`src/rtl/prefetch_arbiter_pkg.sv`:
```
// Shared types for the L2 / physical-memory prefetch arbiter.
//   lc3b_block      : one 16-byte cache line
//   lc3b_line_tag   : line address (addr[15:LINE_OFFSET_BITS]) at the default line size
//   pf_arb_state_t  : arbiter FSM states
package prefetch_arbiter_pkg;

   localparam int LINE_OFFSET_BITS = 4;

   typedef logic [127:0]                  lc3b_block;
   typedef logic [15-LINE_OFFSET_BITS:0]  lc3b_line_tag;

   typedef enum logic [2:0] {
      IDLE,
      D_READ,
      D_WRITE,
      PF_READ,
      HIT_RESP
   } pf_arb_state_t;

endpackage

```
`src/rtl/prefetch_arbiter_line_buf.sv`:
```
// One-entry prefetch line buffer: valid bit, line tag and line data.
// Ports:
//   clk, reset     : clock, asynchronous active-low reset (clears valid only)
//   fill           : load fill_tag/fill_data and set valid
//   inval          : clear valid
//   dmd_tag        : demand line tag, compared -> dmd_hit
//   hint_tag       : prefetch hint line tag, compared -> hint_hit
//   data           : stored line
module prefetch_line_buf
   import prefetch_arbiter_pkg::*;
#(
   parameter int TAG_W = 12
)(
   input  logic             clk,
   input  logic             reset,
   input  logic             fill,
   input  logic [TAG_W-1:0] fill_tag,
   input  logic [127:0]     fill_data,
   input  logic             inval,
   input  logic [TAG_W-1:0] dmd_tag,
   input  logic [TAG_W-1:0] hint_tag,
   output logic             dmd_hit,
   output logic             hint_hit,
   output logic [127:0]     data
);

   logic             valid_q;
   logic [TAG_W-1:0] tag_q;
   lc3b_block        data_q;

   always_ff @(posedge clk or negedge reset) begin
      if (!reset) begin
         valid_q <= 1'b0;
      end else if (fill) begin
         valid_q <= 1'b1;
      end else if (inval) begin
         valid_q <= 1'b0;
      end
   end

   // Tag and data are only meaningful while valid_q is set.
   always_ff @(posedge clk) begin
      if (fill) begin
         tag_q  <= fill_tag;
         data_q <= fill_data;
      end
   end

   assign dmd_hit  = valid_q && (tag_q == dmd_tag);
   assign hint_hit = valid_q && (tag_q == hint_tag);
   assign data     = data_q;

endmodule

```
`src/rtl/prefetch_arbiter.sv`:
```
// Shares the single physical-memory port between L2 demand traffic and
// I-side next-line prefetches. Demand always wins; a prefetch is issued only
// when the port is idle and lands in a 1-entry line buffer that can answer
// later L2 reads without a memory access.
// Ports:
//   clk, reset                         : clock, asynchronous active-low reset
//   l2_pmem_address/read/write/wdata   : L2 demand request (held until resp)
//   l2_pmem_rdata, l2_pmem_resp        : L2 completion (1-cycle pulse)
//   I_prefetch, I_prefetch_address     : 1-cycle next-line prefetch hint
//   pmem_address/read/write/wdata      : memory request
//   pmem_rdata, pmem_resp              : memory completion
//   pf_hit_count                       : saturating count of buffer hits
module prefetch_arbiter
   import prefetch_arbiter_pkg::*;
#(
   parameter bit PF_ENABLE   = 1'b1,
   parameter int OFFSET_BITS = LINE_OFFSET_BITS
)(
   input  logic         clk,
   input  logic         reset,
   input  logic [15:0]  l2_pmem_address,
   input  logic         l2_pmem_read,
   input  logic         l2_pmem_write,
   input  logic [127:0] l2_pmem_wdata,
   output logic [127:0] l2_pmem_rdata,
   output logic         l2_pmem_resp,
   input  logic         I_prefetch,
   input  logic [15:0]  I_prefetch_address,
   output logic [15:0]  pmem_address,
   output logic         pmem_read,
   output logic         pmem_write,
   output logic [127:0] pmem_wdata,
   input  logic [127:0] pmem_rdata,
   input  logic         pmem_resp,
   output logic [15:0]  pf_hit_count
);

   localparam int TAG_W = 16 - OFFSET_BITS;

   function automatic logic [15:0] sat_inc16(input logic [15:0] v);
      return (v == 16'hFFFF) ? v : v + 16'd1;
   endfunction

   pf_arb_state_t    state;
   logic             pend_valid;
   logic [TAG_W-1:0] pend_tag;
   logic [TAG_W-1:0] pf_tag;
   logic [TAG_W-1:0] l2_tag;
   logic [TAG_W-1:0] hint_tag;
   logic             buf_dmd_hit;
   logic             buf_hint_hit;
   logic             buf_fill;
   logic             buf_inval;
   logic [127:0]     buf_data;
   logic             hint_take;
   logic             pf_start;
   logic             unused_hint_offset;

   assign l2_tag   = l2_pmem_address[15:OFFSET_BITS];
   assign hint_tag = I_prefetch_address[15:OFFSET_BITS];

   // Prefetches are always line-aligned, so the hint's offset bits carry no information.
   assign unused_hint_offset = ^I_prefetch_address[OFFSET_BITS-1:0];

   assign buf_fill  = (state == PF_READ) && pmem_resp;
   assign buf_inval = (state == IDLE) && l2_pmem_write && buf_dmd_hit;

   // A hint for a line already buffered, or already on its way in, is redundant.
   assign hint_take = I_prefetch && !buf_hint_hit &&
                      !((state == PF_READ) && (pf_tag == hint_tag));

   assign pf_start  = PF_ENABLE && (state == IDLE) && !l2_pmem_write &&
                      !l2_pmem_read && pend_valid;

   prefetch_line_buf #(.TAG_W(TAG_W)) u_line_buf (
      .clk       (clk),
      .reset     (reset),
      .fill      (buf_fill),
      .fill_tag  (pf_tag),
      .fill_data (pmem_rdata),
      .inval     (buf_inval),
      .dmd_tag   (l2_tag),
      .hint_tag  (hint_tag),
      .dmd_hit   (buf_dmd_hit),
      .hint_hit  (buf_hint_hit),
      .data      (buf_data)
   );

   always_ff @(posedge clk or negedge reset) begin
      if (!reset) begin
         state        <= IDLE;
         pend_valid   <= 1'b0;
         pf_hit_count <= 16'd0;
      end else begin
         unique case (state)
            IDLE: begin
               if (l2_pmem_write) begin
                  state <= D_WRITE;
                  if (pend_tag == l2_tag) pend_valid <= 1'b0;
               end else if (l2_pmem_read) begin
                  state <= buf_dmd_hit ? HIT_RESP : D_READ;
               end else if (pf_start) begin
                  state      <= PF_READ;
                  pend_valid <= 1'b0;
               end
            end
            D_READ, D_WRITE, PF_READ: begin
               if (pmem_resp) state <= IDLE;
            end
            HIT_RESP: begin
               pf_hit_count <= sat_inc16(pf_hit_count);
               state        <= IDLE;
            end
            default: state <= IDLE;
         endcase
         // A hint arriving this cycle is newer than anything cleared above.
         if (hint_take) pend_valid <= 1'b1;
      end
   end

   always_ff @(posedge clk) begin
      if (hint_take) pend_tag <= hint_tag;
      if (pf_start)  pf_tag   <= pend_tag;
   end

   // Demand read data and completion pass straight through from memory.
   always_comb begin
      pmem_address  = 16'd0;
      pmem_read     = 1'b0;
      pmem_write    = 1'b0;
      pmem_wdata    = 128'd0;
      l2_pmem_rdata = 128'd0;
      l2_pmem_resp  = 1'b0;
      unique case (state)
         D_READ: begin
            pmem_read    = 1'b1;
            pmem_address = l2_pmem_address;
            if (pmem_resp) begin
               l2_pmem_rdata = pmem_rdata;
               l2_pmem_resp  = 1'b1;
            end
         end
         D_WRITE: begin
            pmem_write   = 1'b1;
            pmem_address = l2_pmem_address;
            pmem_wdata   = l2_pmem_wdata;
            l2_pmem_resp = pmem_resp;
         end
         PF_READ: begin
            pmem_read    = 1'b1;
            pmem_address = {pf_tag, {OFFSET_BITS{1'b0}}};
         end
         HIT_RESP: begin
            l2_pmem_rdata = buf_data;
            l2_pmem_resp  = 1'b1;
         end
         default: ;
      endcase
   end

endmodule

```
`config.mk`:
```
export PLATFORM = sky130hd
export DESIGN_NAME = prefetch_arbiter
export DESIGN_NICKNAME = d
export VERILOG_FILES = /design/src/rtl/prefetch_arbiter_pkg.sv /design/src/rtl/prefetch_arbiter_line_buf.sv /design/src/rtl/prefetch_arbiter.sv
export SDC_FILE = /design/constraint.sdc
export NUM_CORES = 1
export LEC_CHECK = 0
export ABC_AREA = 0
export CORE_AREA = 2 2 230 232
export CTS_BUF_LIST = sky130_fd_sc_hd__clkbuf_8
export CTS_CLUSTER_SIZE = 8
export DETAILED_ROUTE_END_ITERATION = 10
export DIE_AREA = 0 0 232 234
export PLACE_DENSITY = 0.55
export REMOVE_ABC_BUFFERS = 1
export SLEW_MARGIN = 40
export SYNTH_ARGS = -nofsm -noshare
export SYNTH_HDL_FRONTEND = slang
export SYNTH_SLANG_ARGS = --single-unit
```
`constraint.sdc`:
```
create_clock -name clk -period 9.5 [get_ports clk]
set_clock_uncertainty 0.15 [all_clocks]
set_input_delay 0.95 -clock clk [delete_from_list [all_inputs] [get_ports clk]]
set_output_delay 0.95 -clock clk [all_outputs]
set_load 0.03 [all_outputs]
```
Word-level counts from Yosys, hierarchy flattened
Cells that the tools add are included.

Add/sub/neg operators: 1. Equal/unequal tests: 13. Muxes and demuxes: 22. Bitwise logic cells: 1. Reduce and logical (&&, ||, !) cells: 25.

Operator list (count): $mux W128 (2); $pmux W128 S2 (1); $eq A12 B12 Y1 (4); $pmux W16 S2 (1); $add A16 B1 Y16 const B (1); $eq A16 B16 Y1 const B (1); $mux W3 (5); $logic_and A1 B1 Y1 (11); $mux W1 (11); $eq A3 B2 Y1 const B (2); $ne A3 B1 Y1 const B (2); $pmux W3 S2 (1); $logic_not A1 Y1 (4); $ne A4 B4 Y1 const B (1); $reduce_and A2 Y1 (2); $reduce_and A4 Y1 (1); $reduce_bool A2 Y1 (2); $reduce_or A2 Y1 (2); $eq A3 B1 Y1 const B (1); $eq A3 B3 Y1 const B (1); $logic_not A3 Y1 (1); $pmux W1 S3 (1); $reduce_bool A3 Y1 (1); $reduce_or A3 Y1 (1); 2 further kinds (2).

Register bits: 185. Word-level logic and storage cells: 70.

Logic depth before layout (Yosys ltp)
Gate-level depths: netlist of run 1.

Depth in word-level cells: 9. Mapped depth: 7. Gate-level depth less buffers: 5.

Modules after synthesis
From an unflattened synthesis of run 1, not the netlist that was laid out.

Cells, all modules: 709. Area total of the unflattened synthesis: 9152.5 sq um.

By module, submodules not included: prefetch_arbiter (times used 1, cells an instance 532, area an instance 4634.4 sq um, sequential area each 1221.2 sq um); prefetch_line_buf (times used 1, cells an instance 177, area an instance 4518.1 sq um, sequential area each 4229.1 sq um).

Least setup slack after synthesis of run 1
Ideal clock, no wire load.

Path type: reg-to-reg. From: register state[2]. To: register u_line_buf.data_q[0] (netlist: u_line_buf.data[0]), enable pin. Arrival time: 4478 ps. Data required time: 8832 ps. Slack: 4354 ps. Cell stages (with the launch flop): 4. Buffers on the path: 1. Period minus slack after synthesis: 5146 ps. Cell sequence: dfrtp_1 buf_2 nor2b_1 and3_1.

Cells in the longest elaborated chain, start to end: 2.

Ends and longest elaborated chain: from (decl) (RTL line prefetch_arbiter.sv:44) `pf_arb_state_t state;`; from (signal assigned) (RTL line prefetch_arbiter.sv:101) `state <= buf_dmd_hit ? HIT_RESP : D_READ;`; $eq A3 B2 Y1 (RTL line prefetch_arbiter.sv:65) `assign buf_fill = (state == PF_READ) && pmem_resp;`; $logic_and A1 B1 Y1 (RTL line prefetch_arbiter.sv:65); net buf_fill (RTL line prefetch_arbiter.sv:52) `logic buf_fill;`; to (signal assigned) (RTL line prefetch_arbiter_line_buf.sv:45) `data_q <= fill_data;`; to (decl) (RTL line prefetch_arbiter_line_buf.sv:29) `lc3b_block data_q;`.

The timed path passes the listed nets, and every way through them passes these cells. A chain may end at the register's enable or synchronous reset.

Worst setup path after layout of run 1
From: register state[0]. To: output l2_pmem_rdata[107].

Cells in the longest elaborated chain, start to end: 2. Elaborated cells between the ends (all ways): 3. Classes of those cells: eq/ne (2); mux (1).

Ends and longest elaborated chain: $eq A3 B3 Y1 or $eq A3 B1 Y1 (tied branches) (RTL line prefetch_arbiter.sv:134) `unique case (state)`; $pmux W128 S2 * (RTL line prefetch_arbiter.sv:134); to (decl) (RTL line prefetch_arbiter.sv:25) `output logic [127:0] l2_pmem_rdata,`.

Mark *: on every way between the ends. The rest lies on a longest branch, timed or not.

==> results of run 1 <==
power groups by stage:
stage	clock (mW)	sequential, mW	combinational [mW]
final	0.535	1.02	1.93
after global routing	0.589	1.03	2.02
after CTS	0.567	1.02	1.93
after detailed placement	0	1.04	1.91
after global placement	0	1.04	1.91
after floorplan	0	1.07	0.979
cells by family after synthesis:
family	Yosys count	synth area share (%)
multiplexers	13	1.678
AO/OA/AOI/OAI	150	14.25
buffers and inverters	50	2.377
AND/OR/NAND/NOR	215	14.39
flip-flops	185	60.91
XOR/XNOR	64	6.264
adder cells (fa/ha/maj)	1	0.1398
layout by cell type (no fill, tap or decap), types with 2 or more instances in the layout:
cell type / instances
clkdlybuf4s50_1: 580
edfxtp_1: 164
and2_1: 134
a22o_1: 128
xnor2_1: 42
xor2_1: 22
dfrtp_1: 21
nor2_1: 19
clkbuf_8: 17
mux2_2: 12
a22oi_1: 12
nand2_1: 11
nand4_1: 11
buf_4: 10
diode_2: 8
nand3_1: 8
nor3_1: 7
nor4_1: 5
inv_8: 4
nor2b_1: 3
nand2b_1: 3
o21ai_0: 3
inv_1: 3
inv_6: 3
buf_6: 3
nor3b_2: 2
nor2b_2: 2
a21oi_1: 2
a21o_1: 2
nor4b_1: 2
clkinvlp_4: 2
clkinv_2: 2
sequential cells by signal, summed over array words and instances, names as in the netlist:
name and flops:
u_line_buf.data 128, pf_hit_count 16, pend_tag 12, pf_tag 12, u_line_buf.tag_q 12, state 3
pend_valid 1, u_line_buf.valid_q 1
metal layers:
layer	track usage, %	up-vias	wire length [um]
met5	2.321	-	204
met1	20.56	3874	19610
met2	19.79	288	17620
li1	-	3695	-
met4	4.748	6	717
met3	7.794	43	4759
worst min-delay path by stage:
stage                  to          from
3_3_place_gp    pf_tag[6]   pend_tag[6]
5_1_grt        pf_tag[10]  pend_tag[10]
6_report        pf_tag[5]   pend_tag[5]
3_5_place_dp    pf_tag[6]   pend_tag[6]
4_1_cts         pf_tag[6]   pend_tag[6]
2_1_floorplan   pf_tag[1]   pend_tag[1]
stage by stage:
| step | total power [mW] | instances | hold WS, ns | area [um2] |
|---|---|---|---|---|
| finish | 3.486 | 1951 | 0.3318 | 15960 |
| global route | 3.639 | 1945 | 0.3457 | 15940 |
| CTS | 3.517 | 1943 | 0.3309 | 15940 |
| detailed placement | 2.953 | 1911 | 0.3060 | 15560 |
| global placement | 2.947 | 1910 | 0.3015 | 15530 |
| floorplan | 2.045 | 629 | 0.2973 | 8740 |
critical path: stages, from the launching register on:
cell and delay [ns]:
dfrtp_1 0.33, buf_4 0.30, nor2b_1 0.41, nand2_1 0.17, nor2_4 0.11, buf_4 0.45
buf_6 0.60, a22o_1 0.26, clkdlybuf4s50_1 0.71
cells in the mapped netlist:
cell / count
dfrtp_1: 21
nor4b_1: 2
and3_1: 2
o41ai_1: 1
a21oi_1: 2
clkbuf_1: 28
nor4_1: 5
inv_1: 1
buf_2: 20
mux2_4: 1
mux2_2: 12
nor2b_2: 1
nand2_1: 11
xnor2_1: 42
o22ai_1: 1
nor2_1: 20
nor3b_1: 1
xor2_1: 22
nand3_1: 8
nor2b_1: 4
nor3_4: 1
nor3_1: 7
and4b_1: 1
and2_1: 134
edfxtp_1: 164
o21ai_0: 3
nand4_1: 11
buf_1: 1
nand2b_1: 3
nand3b_1: 1
ha_1: 1
a21o_1: 2
nor3b_2: 2
a22o_1: 128
a211o_1: 1
a22oi_1: 12
or2_4: 1
area by class of cell:
cell class                      instances  area [um2]  share of cell area, %
Timing Repair Buffer                  594        5934                  37.19
Sequential cell                       185        5450                  34.15
Multi-Input combinational cell        443        3312                  20.75
Tap cell                              688       860.8                  5.394
Clock buffer                           17       234.0                  1.466
Clock inverter                         15       142.6                 0.8938
Antenna cell                            8       20.02                 0.1255
Inverter                                1       3.754                0.02352
==> reports/results.ini, run 1 <==
[status]
status=finished, final reports clean

[floorplan]
start_util_pct=17.20
fp.coreArea_mm2=0.05202
die_x_um=232
row_count=84
ios=585
dieArea_mm2=0.05429
die_y_um=234

[place]
gp_congestion=0.8500
hpwl_um=33450
place.port_buffers=580
dp_slack_ns=4.483

[clock_tree]
numCtsBuffers=17
cts_resized=0
cts.path.max_buffers=2
ctsHtreeMaxLevel=4
ctsHoldBuffers=0
cts-root-buf=clkbuf_8
numClockSinks=185
cts_tree=yes
cts_setup_buffers=0
insertion_delay_ns=0.55
path_clk_slew_ns=0.10

[sta]
slew_viol_final=0
tightest_slew_ns=0.7565
fmax_ghz=0.1970
setup_viol=0
rsz0062_at_grt=no
finalWorstSetupSlack_ns=4.424
period_minus_slack_ns=5.076
slew_headroom_pct=49.41
min_period_over_period_pct=53.43
setup-tns-final_ns=0
hold_viol=0

[worst_setup_path]
crit_type=reg -> out
reg2reg_to=u_line_buf.data[28]
crit_start=state[0]
end_kind=output pin
worstSetupEndpoint=l2_pmem_rdata[107]
path_max_fanout=81
required_ns=8.40
worstReg2RegStart=state[0]
r2r_slack_ns=6.03
worst_ep_arrival_time_ns=3.98
start_kind=flip-flop
r2r_cells=5

[power_and_ir_drop]
power.internal_mw=1.964
power_density_mw_per_mm2=218.5
p_seq_share_pct=29.3
pwr-share-comb_pct=55.3
ir_worst_vdd_mv=0.1702
p_leak_nw=5.508
power_frac_clock_pct=15.3
p_sw_mw=1.522
p_sw_share_pct=43.66

[logic_synthesis]
yosys_warnings=0
netlist.area_leader.share_pct=55.03
synth_top_area_cell=edfxtp_1
yosysSeqAreaShare_pct=60.91
synth.distinct_cells=37
avgSynthCellArea_um2=13.20
ys_ff_latch=185
synth_cells=678
synthTopCellsByArea=edfxtp_1, a22o_1, and2_1, dfrtp_1, xnor2_1
netlist_area_mm2=0.008949

[cells_and_area]
fin_util_pct=30.67
layout-drive-gt1-share_pct=5.259
nets=1537
fillCellCount=5344
syn2layout_area_growth_pct=78.33

[detailed_routing]
num_vias=7906
ant_nets=0
drt_iter0_drc=430
routed_wl_um=42910
wl_per_cell_um=22.00
first_pass_iters=4
drc=0
vias_per_cell=4.052

[grt]
antenna_found_initial=10
grt_pass1_vias=7766
grt_usage_pct=15.01
grt_overflow=0
grt_pass1_wl_um=57220
grt_start_max_net_pins=88

[worst_hold_path]
hp-class=reg -> reg
hold_depth=0

[run]
drv_cap=0

Power figures use the tool's default switching activity.
==> run 2, diff against run 1 <==
CORE_AREA = 2 2 229 231   (was 2 2 230 232)
DIE_AREA = 0 0 231 233   (was 0 0 232 234)
clock period = 5 ns   (was 9.5 ns; I/O delays follow)
==> reports/results.ini, run 2 (synthesis gave the netlist of run 1 again) <==
[sta]
setup_viol=0
min_period_over_period_pct=86.36
period_minus_slack_ns=4.318
rsz0062_at_grt=no
hold_viol=0
slew_viol_final=0
slew_headroom_pct=48.21
fmax_ghz=0.2316
tightest_slew_ns=0.7769
hold_ws_ns=0.3291

[grt]
grt_overflow=0
antenna_found_initial=8
grt_pass1_wl_um=58100
grt_start_max_net_pins=88
grt_usage_pct=15.05
grt_pass1_vias=7816

[detailed_routing]
first_pass_iters=6
num_vias=7870
routed_wl_um=42800
wl_per_cell_um=21.93
ant_nets=0
drc=0
drt_iter0_drc=479
vias_per_cell=4.032

[run]
drv_cap=0

[power_and_ir_drop]
p_leak_nw=5.562
ir_worst_vdd_mv=0.2115
power_density_mw_per_mm2=407.5

[worst_setup_path]
critPathSlowestCell=clkdlybuf4s50_1
crit_buf_inv=2
r2r_cells=5
end_kind=output pin
cp.depth=6
worst_ep_arrival_time_ns=3.67
crit_type=reg -> out
required_ns=4.35
worstReg2RegStart=state[2]
reg2reg_to=pf_hit_count[10]
slowest_delay_ns=0.70
r2r_slack_ns=2.10
path_cells=nor2b_1 > nand2_1 > nor2_4 > buf_4 > a22o_1 > clkdlybuf4s50_1
path_max_fanout=24
start_kind=flip-flop
critPathTopFamily=simple AND/OR/NAND/NOR gates

[clock_tree]
path_clk_slew_ns=0.09
numClockSinks=185
cts.path.max_buffers=2
cts_setup_buffers=0
insertion_delay_ns=0.50
cts-root-buf=clkbuf_8
numCtsBuffers=17
cts_tree=yes
ctsHtreeMaxLevel=4

[worst_hold_path]
hold_depth=0
whs_endpoint=pf_tag[8]
hp-class=reg -> reg
hp-start=pend_tag[8]

[cells_and_area]
fillCellCount=5212
stdcell_count=1952
nets=1548
syn2layout_area_growth_pct=79.15
layout_commonest_cell=clkdlybuf4s50_1
largest_reg_flops=128
layout-drive-gt1-share_pct=6.003
most-common-layout-cells=clkdlybuf4s50_1, edfxtp_1, and2_1, a22o_1, xnor2_1

[place]
dp.cells=1913
gp_congestion=0.9118
hpwl_um=33630
place.port_buffers=580

[status]
status=finished, final reports clean

[floorplan]
fp.coreArea_mm2=0.05109
dieArea_mm2=0.05382
start_util_pct=17.51
ios=585
row_count=83
die_x_um=231
die_y_um=233

==> run 2: changes by cell type in the layout (fill, tap and decap cells not counted), sizes merged <==
cell | previous run | this run
clkdlybuf4s50 | 580 | 579
dlygate4sd3 | 0 | 1
clkinv | 3 | 4
bufinv | 1 | 0
diode | 8 | 6
buf | 14 | 25
==> run 2: where the power goes <==
| part | switching [mW] | leakage, nW | internal, mW |
|---|---|---|---|
| clock | 0.594 | 0.185 | 0.353 |
| sequential | 0.0557 | 1.78 | 1.89 |
| combinational | 2.19 | 3.60 | 1.45 |
| total | 2.84 | 5.56 | 3.69 |
==> run 2: routing by layer <==
layer	part of all wire, %	up-vias	global-route usage, %
li1	-	3705	-
met1	47	3861	21.74
met2	43	272	21.11
met3	8.8	26	5.637
met4	0.80	6	3.085
met5	0.079	-	0
==> run 2: final cells by class <==
type	count	area, um2	area share [%]
Tap cell	680	850.8	5.307
Clock buffer	17	234.0	1.459
Multi-Input combinational cell	443	3309	20.64
Antenna cell	6	15.01	0.09366
Inverter	1	3.754	0.02341
Sequential cell	185	5450	34.00
Timing Repair Buffer	605	6053	37.76
Clock inverter	15	115.1	0.7180
==> run 2: worst max path at each step <==
stage | from | end
floorplan | state[1] | pmem_wdata[0]
global placement | state[2] | l2_pmem_rdata[37]
detailed placement | state[2] | l2_pmem_rdata[37]
CTS | state[2] | l2_pmem_rdata[37]
global route | state[2] | l2_pmem_rdata[120]
finish | state[2] | l2_pmem_rdata[37]
==> run 2: through the flow <==
| stage | util [%] | setup TNS [ns] | instance area (um2) | total power [mW] | worst slack, ns |
|---|---|---|---|---|---|
| after floorplan | - | -565.79 | 8740 | 3.885 | -2.100 |
| after global placement | 30.65 | 0 | 15660 | 5.610 | 1.216 |
| after detailed placement | 30.64 | 0 | 15660 | 5.601 | 1.122 |
| after CTS | 31.35 | 0 | 16020 | 6.594 | 0.5306 |
| after global routing | 31.35 | 0 | 16020 | 6.830 | 0.3908 |
| final | 31.38 | 0 | 16030 | 6.534 | 0.6821 |
==> run 2: repair_timing <==
| item | CTS | global route |
|---|---|---|
| setup endpoints to repair | 0 | 0 |
| hold endpoints to repair | 21 | 0 |
| resized for setup | 0 | 0 |
| hold buffers | 1 | 0 |
==> run 2: worst register-to-register path, stage by stage, from the launching register on <==
cell,delay [ns]
dfrtp_1,0.86
nor3b_4,0.77
buf_12,0.32
nand2_1,0.24
nor4_1,0.33
xor2_1,0.18
